<file path="src/rtl/mux_nch_reg_if.sv">
// Bundle of the stream signals around mux_nch_reg.
//   mode      : 0 = explicit select via sel, 1 = round-robin among valid inputs
//   sel       : channel index used when mode = 0
//   in_data   : packed inputs, channel i at in_data[i*WIDTH +: WIDTH]
//   in_valid  : per-channel valid
//   in_ready  : per-channel ready (combinational, at most one bit set)
//   out_data  : registered selected data
//   out_chan  : index of the channel that supplied out_data
//   out_valid : out_data / out_chan hold a valid beat
//   out_ready : consumer accepts the beat
// master = producers plus consumer (the environment); slave = the mux itself.
interface mux_nch_reg_if #(
    parameter int unsigned WIDTH    = 8,
    parameter int unsigned CHANNELS = 4
);
    localparam int unsigned SEL_W = $clog2(CHANNELS);

    logic                      mode;
    logic [SEL_W-1:0]          sel;
    logic [CHANNELS*WIDTH-1:0] in_data;
    logic [CHANNELS-1:0]       in_valid;
    logic [CHANNELS-1:0]       in_ready;
    logic [WIDTH-1:0]          out_data;
    logic [SEL_W-1:0]          out_chan;
    logic                      out_valid;
    logic                      out_ready;

    modport master (
        output mode, sel, in_data, in_valid, out_ready,
        input  in_ready, out_data, out_chan, out_valid
    );

    modport slave (
        input  mode, sel, in_data, in_valid, out_ready,
        output in_ready, out_data, out_chan, out_valid
    );
endinterface

</file>
<file path="src/rtl/mux_nch_reg.sv">
// N-channel registered stream multiplexer with valid/ready on both sides.
// One input channel is granted per cycle, either by explicit index (mode = 0)
// or round-robin starting from a rotating pointer (mode = 1). The granted beat
// is captured in a single output holding register.
//   clk   : system clock, rising edge
//   rst_n : asynchronous active-low reset
//   bus   : mux_nch_reg_if slave modport (selection, input streams, output stream)
// Only out_ready/mode/sel/in_valid reach in_ready combinationally; every out_*
// signal comes straight from a flop.
module mux_nch_reg #(
    parameter int unsigned WIDTH    = 8,
    parameter int unsigned CHANNELS = 4
) (
    input logic          clk,
    input logic          rst_n,
    mux_nch_reg_if.slave bus
);
    localparam int unsigned SEL_W = $clog2(CHANNELS);

    logic [WIDTH-1:0]    out_data_q;
    logic [SEL_W-1:0]    out_chan_q;
    logic                out_valid_q;
    logic [SEL_W-1:0]    ptr_q;

    logic                load_en;
    logic [SEL_W-1:0]    grant;
    logic                grant_valid;
    logic [CHANNELS-1:0] ready;
    logic                xfer;
    logic [WIDTH-1:0]    grant_data;
    logic [SEL_W-1:0]    ptr_next;

    // Output register may take a new beat when empty or being drained this cycle.
    assign load_en = !out_valid_q || bus.out_ready;

    always_comb begin
        int unsigned idx;
        grant       = '0;
        grant_valid = 1'b0;
        idx         = 0;
        if (!bus.mode) begin
            // Out-of-range indices exist only for non-power-of-2 channel counts.
            if (32'(bus.sel) < CHANNELS) begin
                grant       = bus.sel;
                grant_valid = 1'b1;
            end
        end else begin
            // First valid channel at or after ptr, wrapping modulo CHANNELS.
            for (int unsigned k = 0; k < CHANNELS; k++) begin
                idx = 32'(ptr_q) + k;
                if (idx >= CHANNELS) begin
                    idx = idx - CHANNELS;
                end
                if (!grant_valid && bus.in_valid[SEL_W'(idx)]) begin
                    grant       = SEL_W'(idx);
                    grant_valid = 1'b1;
                end
            end
        end
    end

    always_comb begin
        ready      = '0;
        grant_data = '0;
        for (int unsigned i = 0; i < CHANNELS; i++) begin
            ready[i] = load_en && grant_valid && (grant == SEL_W'(i));
            if (grant == SEL_W'(i)) begin
                grant_data = bus.in_data[i*WIDTH +: WIDTH];
            end
        end
    end

    assign xfer     = |(ready & bus.in_valid);
    assign ptr_next = (32'(grant) == CHANNELS - 1) ? '0 : grant + SEL_W'(1);

    always_ff @(posedge clk or negedge rst_n) begin
        if (!rst_n) begin
            out_data_q  <= '0;
            out_chan_q  <= '0;
            out_valid_q <= 1'b0;
            ptr_q       <= '0;
        end else if (load_en) begin
            if (xfer) begin
                out_data_q  <= grant_data;
                out_chan_q  <= grant;
                out_valid_q <= 1'b1;
                ptr_q       <= ptr_next;
            end else begin
                // Bubble: data and channel keep their last values.
                out_valid_q <= 1'b0;
            end
        end
    end

    assign bus.in_ready  = ready;
    assign bus.out_data  = out_data_q;
    assign bus.out_chan  = out_chan_q;
    assign bus.out_valid = out_valid_q;
endmodule

</file>
<file path="src/flat_wrapper.sv">
// flat-port wrapper written by rule: the top's interface ports become plain ports
module mux_nch_reg_flat 
#(
    parameter int unsigned WIDTH    = 8,
    parameter int unsigned CHANNELS = 4
)
  (clk, rst_n, bus_mode, bus_sel, bus_in_data, bus_in_valid, bus_out_ready, bus_in_ready, bus_out_data, bus_out_chan, bus_out_valid);
  mux_nch_reg_if #(.WIDTH(WIDTH), .CHANNELS(CHANNELS)) bus_i ();
  input logic clk;
  input logic rst_n;
  input wire logic [$bits(bus_i.mode)-1:0] bus_mode;
  input wire logic [$bits(bus_i.sel)-1:0] bus_sel;
  input wire logic [$bits(bus_i.in_data)-1:0] bus_in_data;
  input wire logic [$bits(bus_i.in_valid)-1:0] bus_in_valid;
  input wire logic [$bits(bus_i.out_ready)-1:0] bus_out_ready;
  output wire logic [$bits(bus_i.in_ready)-1:0] bus_in_ready;
  output wire logic [$bits(bus_i.out_data)-1:0] bus_out_data;
  output wire logic [$bits(bus_i.out_chan)-1:0] bus_out_chan;
  output wire logic [$bits(bus_i.out_valid)-1:0] bus_out_valid;
  assign bus_i.mode = bus_mode;
  assign bus_i.sel = bus_sel;
  assign bus_i.in_data = bus_in_data;
  assign bus_i.in_valid = bus_in_valid;
  assign bus_i.out_ready = bus_out_ready;
  assign bus_in_ready = bus_i.in_ready;
  assign bus_out_data = bus_i.out_data;
  assign bus_out_chan = bus_i.out_chan;
  assign bus_out_valid = bus_i.out_valid;
  mux_nch_reg #(.WIDTH(WIDTH), .CHANNELS(CHANNELS)) u_core (.clk(clk), .rst_n(rst_n), .bus(bus_i));
endmodule
</file>
<file path="config.mk">
export PLATFORM = sky130hd
export DESIGN_NAME = mux_nch_reg_flat
export DESIGN_NICKNAME = d
export VERILOG_FILES = /design/src/rtl/mux_nch_reg_if.sv /design/src/rtl/mux_nch_reg.sv /design/src/flat_wrapper.sv
export SDC_FILE = /design/constraint.sdc
export NUM_CORES = 1
export LEC_CHECK = 0
export ABC_AREA = 1
export BUFFER_PORTS_ARGS = -buffer_cell sky130_fd_sc_hd__buf_4
export CORE_MARGIN = 4
export CORE_UTILIZATION = 46
export CTS_BUF_LIST = sky130_fd_sc_hd__clkbuf_16
export DETAILED_ROUTE_END_ITERATION = 10
export PLACE_DENSITY = 0.91
export SKIP_LAST_GASP = 1
export SLEW_MARGIN = 0
export SYNTH_ARGS = -nofsm -noshare
export SYNTH_HDL_FRONTEND = slang
export SYNTH_SLANG_ARGS = --single-unit
export TNS_END_PERCENT = 20
</file>
<file path="constraint.sdc">
create_clock -name clk -period 3 [get_ports clk]
set_input_delay 0.45 -clock clk [delete_from_list [all_inputs] [get_ports clk]]
set_output_delay 0.45 -clock clk [all_outputs]
set_load 0.01 [all_outputs]
</file>
# Word-level counts from Yosys, hierarchy flattened
# Cells that the tools add are included.
# W data, S select, Z words.
# word_totals
register_bits	13
latchBits	0
ramBits	0
rom_bits	0
in_bits	42
elab_cells	75
n_memories	0
# classes
add_sub_neg	8
n_mul	0
div_mod_pow	0
n_lt_le_gt_ge	8
n_eq_ne	3
n_shift	0
muxes	35
bitwise	1
n_reduce_logical	16
# ops
op	n
$mux W8	4
$mux W2	14
$mux W1	13
$lt A2 B3 Y1 const B	4
$ge A3 B3 Y1 const B	3
$bmux W1 S2	4
$logic_and A1 B1 Y1	8
$sub A2 B1 Y2 const B	4
$add A2 B2 Y3 const B	2
$and A4 B4 Y4	1
$eq A2 B2 Y1 const B	2
$logic_not A1 Y1	4
$reduce_or A4 Y1	1
$add A2 B1 Y3 const B	1
$ge A2 B3 Y1 const B	1
$add A2 B1 Y2 const B	1
$eq A2 B1 Y1 const B	1
$logic_not A2 Y1	1
$reduce_and A2 Y1	1
$logic_or A1 B1 Y1	1

# Logic depth before layout (Yosys ltp)
# Gate-level depths: netlist (run 1).
# logic_depth
depth_word	24
ltp_mapped	22
mapped_depth_nobuf	20

# Worst setup path before layout (run 1)
# OpenSTA, ideal clock, no wires.
# synth_path
path_type	register -> output
from	register u_core.ptr_q[0]
to	output port bus_in_ready[1]
arrival_time_ns	2.273
required_ns	2.550
setup_slack_ns	0.277
stages_incl_launch_ff	17
n_path_buf	2
cell_sequence	dfrtp_1 buf_6 inv_8 nand2_4 nand3_1 nand2_2 nor2_4 nand2_1 o21ai_0 inv_1 nand2_1 nand2_1 inv_1 ha_1 clkbuf_1 clkinv_1 nor2_1
# synth_between
elab_chain_cells	21
elab_cells_between_ends	49
cone_classes	add/sub (7); order compare (4); eq/ne (1); mux (29); reduce/logical (8)
# synth_lines
item	line	source
from (decl)	mux_nch_reg.sv:23	logic [SEL_W-1:0] ptr_q;
from (signal assigned)	mux_nch_reg.sv:87	ptr_q <= ptr_next;
$ge A2 B3 Y1 / $sub A2 B1 Y2 (equally long branches)	mux_nch_reg.sv:51, mux_nch_reg.sv:52	
$mux W2	mux_nch_reg.sv:51	if (idx >= CHANNELS) begin
$mux W2	mux_nch_reg.sv:41	if (!bus.mode) begin
$bmux W1 S2	mux_nch_reg.sv:54	if (!grant_valid && bus.in_valid[SEL_W'(idx)]) begin
$mux W1 (not written as such)	mux_nch_reg.sv:54	
$mux W1	mux_nch_reg.sv:54	
$mux W1	mux_nch_reg.sv:41	
$logic_not A1 Y1	mux_nch_reg.sv:54	
[... 6 more ...]	-	
$mux W1	mux_nch_reg.sv:41	
$logic_not A1 Y1	mux_nch_reg.sv:54	
$logic_and A1 B1 Y1	mux_nch_reg.sv:54	
$mux W2 *	mux_nch_reg.sv:54	
$mux W2 *	mux_nch_reg.sv:41	
via u_core.grant[1]	mux_nch_reg.sv:26	logic [SEL_W-1:0] grant;
$eq A2 B1 Y1 *	mux_nch_reg.sv:66	ready[i] = load_en && grant_valid && (grant == SEL_W'(i));
$logic_and A1 B1 Y1 *	mux_nch_reg.sv:66	
to (decl)	flat_wrapper.sv:16	output wire logic [$bits(bus_i.in_ready)-1:0] bus_in_ready;
# Mark *: on every way through the listed nets, which the timed path passes. The rest lies on a longest branch. The select of a mux whose other input is x is not followed.

# Worst setup path after layout (run 1)
# Same ends and word-level chain as after synthesis.

==> impl_metrics.prom, run 1 <==
# TYPE chip_impl_metric gauge
chip_impl_metric{name="netlist-cell-type-count",unit=""} 23
chip_impl_metric{name="areaGrowthSynthToFinish",unit="%"} 46.2
chip_impl_metric{name="multiInputGateArea",unit="um2"} 768
chip_impl_metric{name="core_region_area",unit="um2"} 2450
chip_impl_info{name="routed.top_layer",value="met4"} 1
chip_impl_metric{name="dieArea",unit="um2"} 3440
chip_impl_metric{name="power.ir.vdd_worst",unit="V"} 0.000733
chip_impl_info{name="most_frequent_standard_cell_in_the_layout_excluding_fill_and_tap_cells",value="sky130_fd_sc_hd__nand2_1"} 1
chip_impl_metric{name="clock_latency",unit="ps"} 240
chip_impl_info{name="critical_path.endpoint_type",value="output port"} 1
chip_impl_metric{name="powerDensity",unit="nW/um2"} 1100
chip_impl_metric{name="ant_nets",unit=""} 0
chip_impl_metric{name="h_tree_depth_reported_by_cts",unit=""} 1
chip_impl_info{name="tritoncts_clock_tree",value="done"} 1
chip_impl_metric{name="start_util",unit="%"} 48.1
chip_impl_metric{name="synth_seq_area_share",unit="%"} 27.5
chip_impl_metric{name="finalNetCount",unit=""} 290
chip_impl_metric{name="count_of_port_buffers_added_during_placement",unit=""} 56
chip_impl_metric{name="dpl-instance-area",unit="um2"} 1620
chip_impl_metric{name="clock-sinks",unit=""} 13
chip_impl_metric{name="power.static_leakage",unit="nW"} 0.947
chip_impl_metric{name="postSynthNetCount",unit=""} 234
chip_impl_metric{name="cp_slowest_stage_delay",unit="ps"} 480
chip_impl_metric{name="grt_util_all_layers",unit="%"} 20.9
chip_impl_metric{name="fin_hold_ws",unit="ps"} 43.6
chip_impl_metric{name="cts.clk_slew.worst_paths",unit="ps"} 40
chip_impl_metric{name="die_width",unit="um"} 58.7
chip_impl_metric{name="arrival",unit="ps"} 2410
chip_impl_metric{name="num_antenna_cells",unit=""} 0
chip_impl_info{name="rr_startpoint",value="u_core.ptr_q[0]"} 1
chip_impl_metric{name="cap_violations",unit=""} 0
chip_impl_metric{name="drt_first_pass_iters",unit=""} 5
chip_impl_metric{name="cts_max_path_buffers",unit=""} 2
chip_impl_metric{name="grt_max_degree",unit=""} 17
chip_impl_metric{name="layout_worst_path_cycle_share",unit="%"} 95.4
chip_impl_metric{name="ys_ff_latch",unit=""} 13
chip_impl_info{name="cp_most_frequent_cell",value="sky130_fd_sc_hd__nand2_1"} 1
chip_impl_metric{name="rows",unit=""} 18
chip_impl_metric{name="detailedRoute.firstIterationViolations",unit=""} 92
chip_impl_metric{name="grt_antenna_before_repair",unit=""} 0
chip_impl_metric{name="setup_tns",unit="ps"} 0
chip_impl_metric{name="ff2ff_path_depth",unit=""} 19
chip_impl_info{name="crit_start",value="u_core.ptr_q[0]"} 1
chip_impl_metric{name="finalHoldViolations",unit=""} 0
chip_impl_metric{name="worst-slew-pin-transition",unit="ps"} 317
chip_impl_info{name="holdCritPathClass",value="in2async"} 1
chip_impl_metric{name="syn-instance-count",unit=""} 188
chip_impl_metric{name="ff_latch_area",unit="um2"} 327
chip_impl_metric{name="routed-via-count",unit=""} 1430
chip_impl_metric{name="global_route.overflow_total",unit=""} 0
chip_impl_metric{name="grt_pass1_vias",unit=""} 1360
chip_impl_info{name="slowest_stage",value="sky130_fd_sc_hd__dfrtp_2"} 1
chip_impl_metric{name="setup_viol",unit=""} 0
chip_impl_metric{name="fmaxAchievable",unit="MHz"} 349
chip_impl_metric{name="synth_area",unit="um2"} 1180
chip_impl_metric{name="number_of_buffers_inserted_by_hold_repair_at_cts",unit=""} 0
chip_impl_metric{name="cts_buffers",unit=""} 3
chip_impl_metric{name="finalWeightedCongestion",unit=""} 0.886
chip_impl_metric{name="vias_per_cell",unit=""} 5.24
chip_impl_metric{name="final_period_minus_worst_setup_slack",unit="ps"} 2860
chip_impl_metric{name="finish.instance_area",unit="um2"} 1730
chip_impl_metric{name="cp.required",unit="ps"} 2550
chip_impl_info{name="grt_setup_unrepaired",value="true"} 1
chip_impl_info{name="critical_path_class",value="reg2out"} 1
chip_impl_metric{name="grt_first_pass_wirelength",unit="um"} 5600
chip_impl_metric{name="wl_per_cell",unit="um"} 12.6
chip_impl_metric{name="max_slew_margin",unit="%"} 78.6
chip_impl_metric{name="avgSynthCellArea",unit="um2"} 6.28
chip_impl_metric{name="place.detailed.hpwl",unit="um"} 2670
chip_impl_info{name="cts-root-buf",value="sky130_fd_sc_hd__clkbuf_16"} 1
chip_impl_info{name="result_of_the_run",value="completed"} 1
chip_impl_metric{name="wirelength",unit="um"} 3430
chip_impl_metric{name="synthesis.yosys.warnings",unit=""} 0
chip_impl_info{name="layout_common_cells",value="sky130_fd_sc_hd__nand2_1, sky130_fd_sc_hd__buf_4, sky130_fd_sc_hd__o21ai_0"} 1
chip_impl_metric{name="final.fill_count",unit=""} 205
chip_impl_metric{name="post_route_cells_drive_above_1_share",unit="%"} 34.6
chip_impl_metric{name="fp.dieH",unit="um"} 58.7
chip_impl_metric{name="path_max_fanout",unit=""} 9
chip_impl_metric{name="drt_drc_violations_left",unit=""} 0
chip_impl_metric{name="crit_path_setup_slack_layout",unit="ps"} 139
chip_impl_info{name="startpoint_type",value="flip-flop"} 1
chip_impl_metric{name="drt-met1-wl",unit="um"} 1310
chip_impl_metric{name="routed-wl-met2",unit="um"} 1800
chip_impl_metric{name="final-max-slew-violation-count",unit=""} 0
chip_impl_info{name="crit_path_cell_trace",value="inv_8 -> nand2_4 -> nand3_1 -> nand2_2 -> nor2_4 -> nand2_1 -> nand2_1 -> nand2_1 -> nand2_1 -> nor2_1 -> nor2_2 -> ha_2 -> clkinv_2 -> nor2_1 -> buf_4"} 1
chip_impl_metric{name="postCtsSetupRepairBufs",unit=""} 0
chip_impl_metric{name="met3WireLength",unit="um"} 263
chip_impl_metric{name="placement.setup.worst_slack",unit="ps"} 119
chip_impl_metric{name="io-pin-count",unit=""} 57
chip_impl_metric{name="finalClockSkew",unit="ps"} 1.08
==> power by group <==
group | leakage [nW] | switching [mW] | total, mW | internal [mW]
Clock | 0.0423 | 0.0712 | 0.247 | 0.176
Combinational | 0.743 | 0.785 | 1.31 | 0.524
Sequential | 0.162 | 0.0711 | 0.335 | 0.264
==> sequential cells by signal (all words and copies together), names as in the netlist <==
| register | count |
|---|---|
| u_core.ptr_q | 2 |
| u_core.bus.out_valid | 1 |
| u_core.bus.out_data | 8 |
| u_core.bus.out_chan | 2 |
==> timing repair <==
item	4_1_cts	5_1_grt
gates resized for setup	2	9
pin swaps	0	1
endpoints found under the setup margin	2	3
==> metrics by stage <==
| step | power, mW | util, % | cells |
|---|---|---|---|
| after floorplan | 1.22 | - | 188 |
| after global placement | 1.55 | 65.9 | 269 |
| after detailed placement | 1.58 | 65.9 | 269 |
| after CTS | 1.85 | 69.2 | 273 |
| after global routing | 2.09 | 70.3 | 273 |
| final | 1.89 | 70.3 | 273 |
==> synthesized netlist by cell type <==
cell type,number,share of area [%]
sky130_fd_sc_hd__nand3_4,1,1.5
sky130_fd_sc_hd__clkbuf_1,5,1.6
sky130_fd_sc_hd__inv_2,1,0.32
sky130_fd_sc_hd__dfrtp_1,13,28
sky130_fd_sc_hd__o21a_1,1,0.64
sky130_fd_sc_hd__buf_6,2,1.9
sky130_fd_sc_hd__nand2_2,6,3.2
sky130_fd_sc_hd__o21ai_0,20,8.5
sky130_fd_sc_hd__nand2_4,1,0.95
sky130_fd_sc_hd__clkinv_1,1,0.32
sky130_fd_sc_hd__nand2_1,71,23
sky130_fd_sc_hd__nand4_1,5,2.6
sky130_fd_sc_hd__o21ai_1,10,4.2
sky130_fd_sc_hd__o21bai_1,1,0.64
sky130_fd_sc_hd__buf_2,2,0.85
sky130_fd_sc_hd__ha_1,4,4.2
sky130_fd_sc_hd__nor2_1,7,2.2
sky130_fd_sc_hd__nor2_4,2,1.9
sky130_fd_sc_hd__inv_1,11,3.5
sky130_fd_sc_hd__nor2_2,1,0.53
sky130_fd_sc_hd__nand3_1,14,5.9
sky130_fd_sc_hd__inv_8,1,0.95
sky130_fd_sc_hd__a21oi_1,8,3.4
==> worst max-delay path: cells and delay by family, from the launching register on <==
kind | cells | cell delay, ps
and+or+nand+nor | 11 | 1070
adders and majority gates | 1 | 260
buffers and inverters | 3 | 360
DFF | 1 | 480
==> metal layers <==
layer  global-route usage (%)  up-vias
met5                        0        -
met4                     5.18        0
met3                     4.39        6
met2                     38.0       69
met1                     24.9      633
li1                         -      722
==> path summary, 6_finish.rpt <==
kind                                          end  slack [ps]
hold reg to reg            u_core.bus.out_data[4]         480
setup reg to reg           u_core.bus.out_data[0]         440
min in group clk           u_core.bus.out_data[4]         480
setup / recovery                  bus_in_ready[1]         140
hold / removal             u_core.bus.out_data[2]          40
max in group asynchronous         u_core.ptr_q[0]        2780
==> cell type report <==
type	instances	area share (%)
clock inverters	1	0.217
flip-flops and latches	13	18.9
multi-input cells	152	44.5
repair buffers	60	26.3
clock buffers	3	4.35
well taps	30	2.17
inverters	14	3.55
==> cell families after synthesis <==
logic type | count (synthesis) | share of synthesized area (%)
AO/OA/AOI/OAI | 40 | 17.4
adder cells (fa/ha/maj) | 4 | 4.24
buffers and inverters | 23 | 9.43
flip-flops | 13 | 27.5
AND/OR/NAND/NOR | 108 | 41.4
(Power assumes the default switching activity.)
==> inputs of run 2 (changes only) <==
--- a/config.mk
+++ b/config.mk
@@ -7,7 +7,7 @@
 export LEC_CHECK = 0
 export ABC_AREA = 1
 export BUFFER_PORTS_ARGS = -buffer_cell sky130_fd_sc_hd__buf_4
-export CORE_MARGIN = 4
+export CORE_MARGIN = 3
 export CORE_UTILIZATION = 46
 export CTS_BUF_LIST = sky130_fd_sc_hd__clkbuf_16
 export DETAILED_ROUTE_END_ITERATION = 10
==> run 2 against run 1 <==
Effect of this change:
- worst hold slack worse by 2.6 ps
- routed wire length fell by 0.73%
- combinational power is essentially flat
- clock-buffer cell count stayed put
- global-route usage is 1.2 points higher
- largest cell class unchanged
- largest power group unchanged
==> impl_metrics.prom, run 2 (synthesis results as in run 1) <==
# TYPE chip_impl_metric gauge
chip_impl_info{name="result_of_the_run",value="completed"} 1
chip_impl_metric{name="finalHoldViolations",unit=""} 0
chip_impl_metric{name="grt_pass1_vias",unit=""} 1320
chip_impl_metric{name="post_route_cells_drive_above_1_share",unit="%"} 34.6
chip_impl_metric{name="areaGrowthSynthToFinish",unit="%"} 44.7
chip_impl_metric{name="drt_first_pass_iters",unit=""} 4
chip_impl_metric{name="drt_drc_violations_left",unit=""} 0
chip_impl_metric{name="fp.dieH",unit="um"} 56.7
chip_impl_metric{name="clock-sinks",unit=""} 13
chip_impl_metric{name="wirelength",unit="um"} 3400
chip_impl_metric{name="rows",unit=""} 17
chip_impl_info{name="cts-root-buf",value="sky130_fd_sc_hd__clkbuf_16"} 1
chip_impl_metric{name="h_tree_depth_reported_by_cts",unit=""} 1
chip_impl_metric{name="path_max_fanout",unit=""} 9
chip_impl_metric{name="detailedRoute.firstIterationViolations",unit=""} 50
chip_impl_metric{name="finalWeightedCongestion",unit=""} 0.916
chip_impl_metric{name="cp.required",unit="ps"} 2550
chip_impl_metric{name="worst-slew-pin-transition",unit="ps"} 482
chip_impl_info{name="layout_common_cells",value="sky130_fd_sc_hd__nand2_1, sky130_fd_sc_hd__buf_4, sky130_fd_sc_hd__o21ai_0"} 1
chip_impl_metric{name="cp_num_buf_inv",unit=""} 3
chip_impl_metric{name="use_met3",unit="%"} 5.29
chip_impl_metric{name="grt_first_pass_wirelength",unit="um"} 5670
chip_impl_metric{name="start_util",unit="%"} 50.9
chip_impl_metric{name="finalClockSkew",unit="ps"} 2.30
chip_impl_metric{name="max_slew_margin",unit="%"} 67.8
chip_impl_info{name="crit_path_cell_trace",value="inv_8 -> nand2_4 -> nand3_1 -> nand2_2 -> nor2_4 -> nand3_4 -> o21ai_0 -> o21bai_2 -> ha_2 -> inv_1 -> nor2_1 -> buf_4"} 1
chip_impl_metric{name="core_region_area",unit="um2"} 2320
chip_impl_metric{name="postCtsSetupRepairBufs",unit=""} 0
chip_impl_metric{name="largest_reg_flops",unit=""} 8
chip_impl_metric{name="die_width",unit="um"} 56.7
chip_impl_metric{name="placement.setup.worst_slack",unit="ps"} 207
chip_impl_info{name="grt_setup_unrepaired",value="true"} 1
chip_impl_metric{name="grt_antenna_before_repair",unit=""} 0
chip_impl_metric{name="setup_tns",unit="ps"} 0
chip_impl_info{name="holdCritPathClass",value="in2async"} 1
chip_impl_info{name="critical_path_class",value="reg2out"} 1
chip_impl_info{name="rr_startpoint",value="u_core.ptr_q[0]"} 1
chip_impl_info{name="critPathTopFamily",value="simple AND/OR/NAND/NOR gates"} 1
chip_impl_metric{name="cts_buffers",unit=""} 3
chip_impl_metric{name="power.ir.vdd_worst",unit="V"} 0.000675
chip_impl_metric{name="vias_per_cell",unit=""} 5.33
chip_impl_metric{name="power.static_leakage",unit="nW"} 0.945
chip_impl_metric{name="cap_violations",unit=""} 0
chip_impl_metric{name="clock_latency",unit="ps"} 240
chip_impl_metric{name="fmaxAchievable",unit="MHz"} 361
chip_impl_metric{name="num_antenna_cells",unit=""} 0
chip_impl_metric{name="io-pin-count",unit=""} 57
chip_impl_metric{name="cp_slowest_stage_delay",unit="ps"} 480
chip_impl_metric{name="final_cell_count_without_fillers",unit=""} 271
chip_impl_metric{name="global_route.overflow_total",unit=""} 0
chip_impl_metric{name="dieArea",unit="um2"} 3210
chip_impl_metric{name="powerDensity",unit="nW/um2"} 1100
chip_impl_metric{name="ant_nets",unit=""} 0
chip_impl_metric{name="fin_hold_ws",unit="ps"} 41.0
chip_impl_metric{name="count_of_port_buffers_added_during_placement",unit=""} 56
chip_impl_metric{name="final.fill_count",unit=""} 180
chip_impl_metric{name="arrival",unit="ps"} 2320
chip_impl_metric{name="final-max-slew-violation-count",unit=""} 0
chip_impl_metric{name="final_period_minus_worst_setup_slack",unit="ps"} 2770
chip_impl_info{name="slowest_stage",value="sky130_fd_sc_hd__dfrtp_2"} 1
chip_impl_metric{name="crit_path_setup_slack_layout",unit="ps"} 228
chip_impl_metric{name="ff2ff_path_depth",unit=""} 17
chip_impl_info{name="critical_path.reg2reg.endpoint",value="u_core.bus.out_data[3]"} 1
chip_impl_metric{name="layout_worst_path_cycle_share",unit="%"} 92.4
chip_impl_info{name="most_frequent_standard_cell_in_the_layout_excluding_fill_and_tap_cells",value="sky130_fd_sc_hd__nand2_1"} 1
chip_impl_metric{name="cts.clk_slew.worst_paths",unit="ps"} 50
chip_impl_metric{name="routed-via-count",unit=""} 1444
chip_impl_info{name="tritoncts_clock_tree",value="done"} 1
chip_impl_info{name="startpoint_type",value="flip-flop"} 1
chip_impl_metric{name="globalRouteMet1Util",unit="%"} 25.8
chip_impl_metric{name="place.detailed.hpwl",unit="um"} 2670
chip_impl_metric{name="finalNetCount",unit=""} 290
chip_impl_metric{name="setup_viol",unit=""} 0
chip_impl_info{name="top_usage_layer",value="met2"} 1
chip_impl_metric{name="number_of_buffers_inserted_by_hold_repair_at_cts",unit=""} 0
chip_impl_metric{name="grt_util_all_layers",unit="%"} 22.1
chip_impl_metric{name="final_core_util",unit="%"} 73.7
chip_impl_metric{name="numPlacedInstances",unit=""} 267
chip_impl_metric{name="ff2ff_setup_slack",unit="ps"} 330
chip_impl_metric{name="grtUsageMet2",unit="%"} 39.1
chip_impl_info{name="critical_path.endpoint_type",value="output port"} 1
chip_impl_metric{name="wl_per_cell",unit="um"} 12.6
chip_impl_metric{name="grt_max_degree",unit=""} 17
chip_impl_metric{name="cts_max_path_buffers",unit=""} 2
==> run 2: cell count changes in the layout (fill, tap and decap cells not counted) <==
cell / before / now
sky130_fd_sc_hd__buf_4: 59 / 60
sky130_fd_sc_hd__buf_6: 1 / 0
sky130_fd_sc_hd__clkinv_2: 1 / 0
sky130_fd_sc_hd__ha_2: 1 / 2
sky130_fd_sc_hd__ha_4: 1 / 0
sky130_fd_sc_hd__inv_2: 2 / 3
==> run 2: report_power, final <==
group | internal, mW | switching, mW | leakage, nW
clock | 0.176 | 0.0725 | 0.0423
combinational | 0.507 | 0.786 | 0.740
sequential | 0.264 | 0.0722 | 0.162
total | 0.947 | 0.931 | 0.945
==> run 2: metal layers <==
layer / part of all wire (%) / wire [um]
met5: 0 / 0
met4: 2.5 / 85
met3: 8.5 / 289
met2: 51 / 1740
met1: 38 / 1280
==> run 2: timing repair <==
item	4_1_cts	5_1_grt
resized for setup	1	8
pin swaps	0	2
hold endpoints to repair	0	0
setup endpoints to repair	1	16
==> run 2: per-stage QoR <==
step                power (mW)  instance area [um2]
finish                    1.88                 1710
floorplan                 1.22                 1180
global placement          1.55                 1620
detailed placement        1.59                 1620
CTS                       1.85                 1700
global route              2.06                 1710
==> run 2: worst max-delay path by stage <==
stage | startpoint | endpoint | slack [ps] | cells after the start
2_1_floorplan | u_core.ptr_q[0] | bus_in_ready[1] | 280 | 16
3_3_place_gp | bus_in_valid[3] | bus_in_ready[1] | 240 | 16
3_5_place_dp | bus_in_valid[3] | bus_in_ready[1] | 210 | 16
4_1_cts | u_core.ptr_q[0] | bus_in_ready[1] | 40 | 15
5_1_grt | u_core.ptr_q[0] | bus_in_ready[1] | -10 | 16
6_report | u_core.ptr_q[0] | bus_in_ready[2] | 230 | 12
==> run 2: cell type report <==
class / count / area (um2) / share of cell area, %
Clock buffer: 3 / 75.1 / 4.39
Clock inverter: 1 / 3.75 / 0.220
Inverter: 14 / 60.1 / 3.51
Multi-Input combinational cell: 152 / 758 / 44.4
Sequential cell: 13 / 327 / 19.1
Tap cell: 28 / 35.0 / 2.05
Timing Repair Buffer: 60 / 450 / 26.4
==> inputs of run 3 (changes only) <==
--- a/config.mk
+++ b/config.mk
@@ -11,6 +11,7 @@
 export CORE_UTILIZATION = 46
 export CTS_BUF_LIST = sky130_fd_sc_hd__clkbuf_16
 export DETAILED_ROUTE_END_ITERATION = 10
+export MAX_ROUTING_LAYER = met4
 export PLACE_DENSITY = 0.91
 export SKIP_LAST_GASP = 1
 export SLEW_MARGIN = 0
==> run 3 against run 2 <==
Effect of this change:
- register-to-register slack barely moved
- via count fell by 0.28%
- largest cell class unchanged
- clock skew is essentially flat
- maximum frequency about the same
- sequential cell count did not move
- worst hold slack lost 5.2 ps
==> impl_metrics.prom, run 3 (synthesis results as in run 1) <==
# TYPE chip_impl_metric gauge
chip_impl_metric{name="globalRouteMet1Util",unit="%"} 27.0
chip_impl_metric{name="start_util",unit="%"} 50.9
chip_impl_info{name="holdCritPathClass",value="in2async"} 1
chip_impl_metric{name="largest_reg_flops",unit=""} 8
chip_impl_metric{name="crit_path_setup_slack_layout",unit="ps"} 225
chip_impl_metric{name="fp.dieH",unit="um"} 56.7
chip_impl_metric{name="post_route_cells_drive_above_1_share",unit="%"} 34.6
chip_impl_metric{name="count_of_port_buffers_added_during_placement",unit=""} 56
chip_impl_metric{name="areaGrowthSynthToFinish",unit="%"} 44.7
chip_impl_metric{name="cp_slowest_stage_delay",unit="ps"} 480
chip_impl_metric{name="fin_hold_ws",unit="ps"} 35.7
chip_impl_metric{name="drt_drc_violations_left",unit=""} 0
chip_impl_metric{name="grt_util_all_layers",unit="%"} 22.7
chip_impl_info{name="grt_setup_unrepaired",value="true"} 1
chip_impl_metric{name="cts_buffers",unit=""} 3
chip_impl_metric{name="ff2ff_path_depth",unit=""} 17
chip_impl_metric{name="powerDensity",unit="nW/um2"} 1100
chip_impl_metric{name="use_met3",unit="%"} 3.68
chip_impl_metric{name="cts.clk_slew.worst_paths",unit="ps"} 50
chip_impl_metric{name="layout_worst_path_cycle_share",unit="%"} 92.5
chip_impl_metric{name="cp.required",unit="ps"} 2550
chip_impl_metric{name="wirelength",unit="um"} 3440
chip_impl_info{name="tritoncts_clock_tree",value="done"} 1
chip_impl_metric{name="grt_first_pass_wirelength",unit="um"} 5670
chip_impl_info{name="startpoint_type",value="flip-flop"} 1
chip_impl_metric{name="finalNetCount",unit=""} 290
chip_impl_info{name="slowest_stage",value="sky130_fd_sc_hd__dfrtp_2"} 1
chip_impl_metric{name="core_region_area",unit="um2"} 2320
chip_impl_metric{name="h_tree_depth_reported_by_cts",unit=""} 1
chip_impl_metric{name="finalHoldViolations",unit=""} 0
chip_impl_metric{name="arrival",unit="ps"} 2330
chip_impl_metric{name="place.detailed.hpwl",unit="um"} 2670
chip_impl_info{name="most_frequent_standard_cell_in_the_layout_excluding_fill_and_tap_cells",value="sky130_fd_sc_hd__nand2_1"} 1
chip_impl_metric{name="cts_max_path_buffers",unit=""} 2
chip_impl_metric{name="setup_viol",unit=""} 0
chip_impl_metric{name="fmaxAchievable",unit="MHz"} 360
chip_impl_metric{name="drt_first_pass_iters",unit=""} 4
chip_impl_metric{name="final_period_minus_worst_setup_slack",unit="ps"} 2780
chip_impl_info{name="critical_path_class",value="reg2out"} 1
chip_impl_metric{name="cap_violations",unit=""} 0
chip_impl_metric{name="worst-slew-pin-transition",unit="ps"} 484
chip_impl_metric{name="number_of_buffers_inserted_by_hold_repair_at_cts",unit=""} 0
chip_impl_metric{name="placement.setup.worst_slack",unit="ps"} 207
chip_impl_info{name="result_of_the_run",value="completed"} 1
chip_impl_metric{name="power.static_leakage",unit="nW"} 0.945
chip_impl_metric{name="vias_per_cell",unit=""} 5.31
chip_impl_metric{name="grt_pass1_vias",unit=""} 1321
chip_impl_metric{name="critical_path_depth",unit=""} 12
chip_impl_metric{name="detailedRoute.firstIterationViolations",unit=""} 64
chip_impl_metric{name="routed-via-count",unit=""} 1440
chip_impl_metric{name="setup_tns",unit="ps"} 0
chip_impl_metric{name="global_route.overflow_total",unit=""} 0
chip_impl_metric{name="finalClockSkew",unit="ps"} 1.98
chip_impl_metric{name="wl_per_cell",unit="um"} 12.7
chip_impl_metric{name="dieArea",unit="um2"} 3210
chip_impl_metric{name="postCtsSetupRepairBufs",unit=""} 0
chip_impl_metric{name="die_width",unit="um"} 56.7
chip_impl_metric{name="clock_latency",unit="ps"} 240
chip_impl_info{name="top_usage_layer",value="met2"} 1
chip_impl_metric{name="path_max_fanout",unit=""} 9
chip_impl_metric{name="io-pin-count",unit=""} 57
chip_impl_info{name="critical_path.endpoint_type",value="output port"} 1
chip_impl_metric{name="power.ir.vdd_worst",unit="V"} 0.000683
chip_impl_metric{name="cp_num_buf_inv",unit=""} 3
chip_impl_metric{name="grt_antenna_before_repair",unit=""} 0
chip_impl_info{name="critPathTopFamily",value="simple AND/OR/NAND/NOR gates"} 1
chip_impl_metric{name="grtUsageMet2",unit="%"} 39.1
chip_impl_metric{name="rows",unit=""} 17
chip_impl_info{name="cts-root-buf",value="sky130_fd_sc_hd__clkbuf_16"} 1
chip_impl_metric{name="max_slew_margin",unit="%"} 67.7
chip_impl_metric{name="final-max-slew-violation-count",unit=""} 0
chip_impl_metric{name="finalWeightedCongestion",unit=""} 0.932
chip_impl_metric{name="ant_nets",unit=""} 0
chip_impl_metric{name="clock-sinks",unit=""} 13
chip_impl_metric{name="grt_max_degree",unit=""} 17
chip_impl_info{name="crit_path_cell_trace",value="inv_8 -> nand2_4 -> nand3_1 -> nand2_2 -> nor2_4 -> nand3_4 -> o21ai_0 -> o21bai_2 -> ha_2 -> inv_1 -> nor2_1 -> buf_4"} 1
chip_impl_metric{name="num_antenna_cells",unit=""} 0
chip_impl_metric{name="total_power",unit="mW"} 1.88
chip_impl_info{name="layout_common_cells",value="sky130_fd_sc_hd__nand2_1, sky130_fd_sc_hd__buf_4, sky130_fd_sc_hd__o21ai_0"} 1
==> run 3: cell counts in the layout (fill, tap and decap cells not counted) <==
No cell type changed its count.
==> run 3: final timing paths <==
| path | start | end | slack (ps) |
|---|---|---|---|
| worst max-delay path | u_core.ptr_q[0] | bus_in_ready[2] | 220 |
| worst min-delay path | rst_n | u_core.bus.out_data[7] | 40 |
| worst max register to register | u_core.ptr_q[0] | u_core.bus.out_data[3] | 320 |
| worst min register to register | u_core.bus.out_data[1] | u_core.bus.out_data[1] | 480 |
| max in group asynchronous | rst_n | u_core.ptr_q[0] | 2790 |
| min in group clk | u_core.bus.out_data[1] | u_core.bus.out_data[1] | 480 |
==> run 3: what timing repair did <==
item,4_1_cts,5_1_grt
resized for setup,1,8
pin swaps,0,2
setup endpoints to repair,1,16
==> run 3: power by group <==
part,internal (mW),switching (mW)
sequential,0.264,0.0723
clock,0.176,0.0750
combinational,0.508,0.786
total,0.947,0.934
==> run 3: per-stage QoR <==
step / cell area (um2) / util, % / instances
floorplan: 1180 / - / 188
CTS: 1700 / 73.1 / 271
global route: 1710 / 73.7 / 271
detailed placement: 1620 / 69.7 / 267
finish: 1710 / 73.7 / 271
global placement: 1620 / 69.7 / 267
==> run 3: cell type report <==
type | instances | area, um2
multi-input cells | 152 | 758
fillers | 180 | 609
repair buffers | 60 | 450
flip-flops and latches | 13 | 327
clock buffers | 3 | 75.1
inverters | 14 | 60.1
well taps | 28 | 35.0
clock inverters | 1 | 3.75
==> run 3: routing by layer <==
metal,part of all wire [%],wire length (um)
met1,40,1390
met2,51,1740
met3,6.8,233
met4,2.3,78
met5,0,0
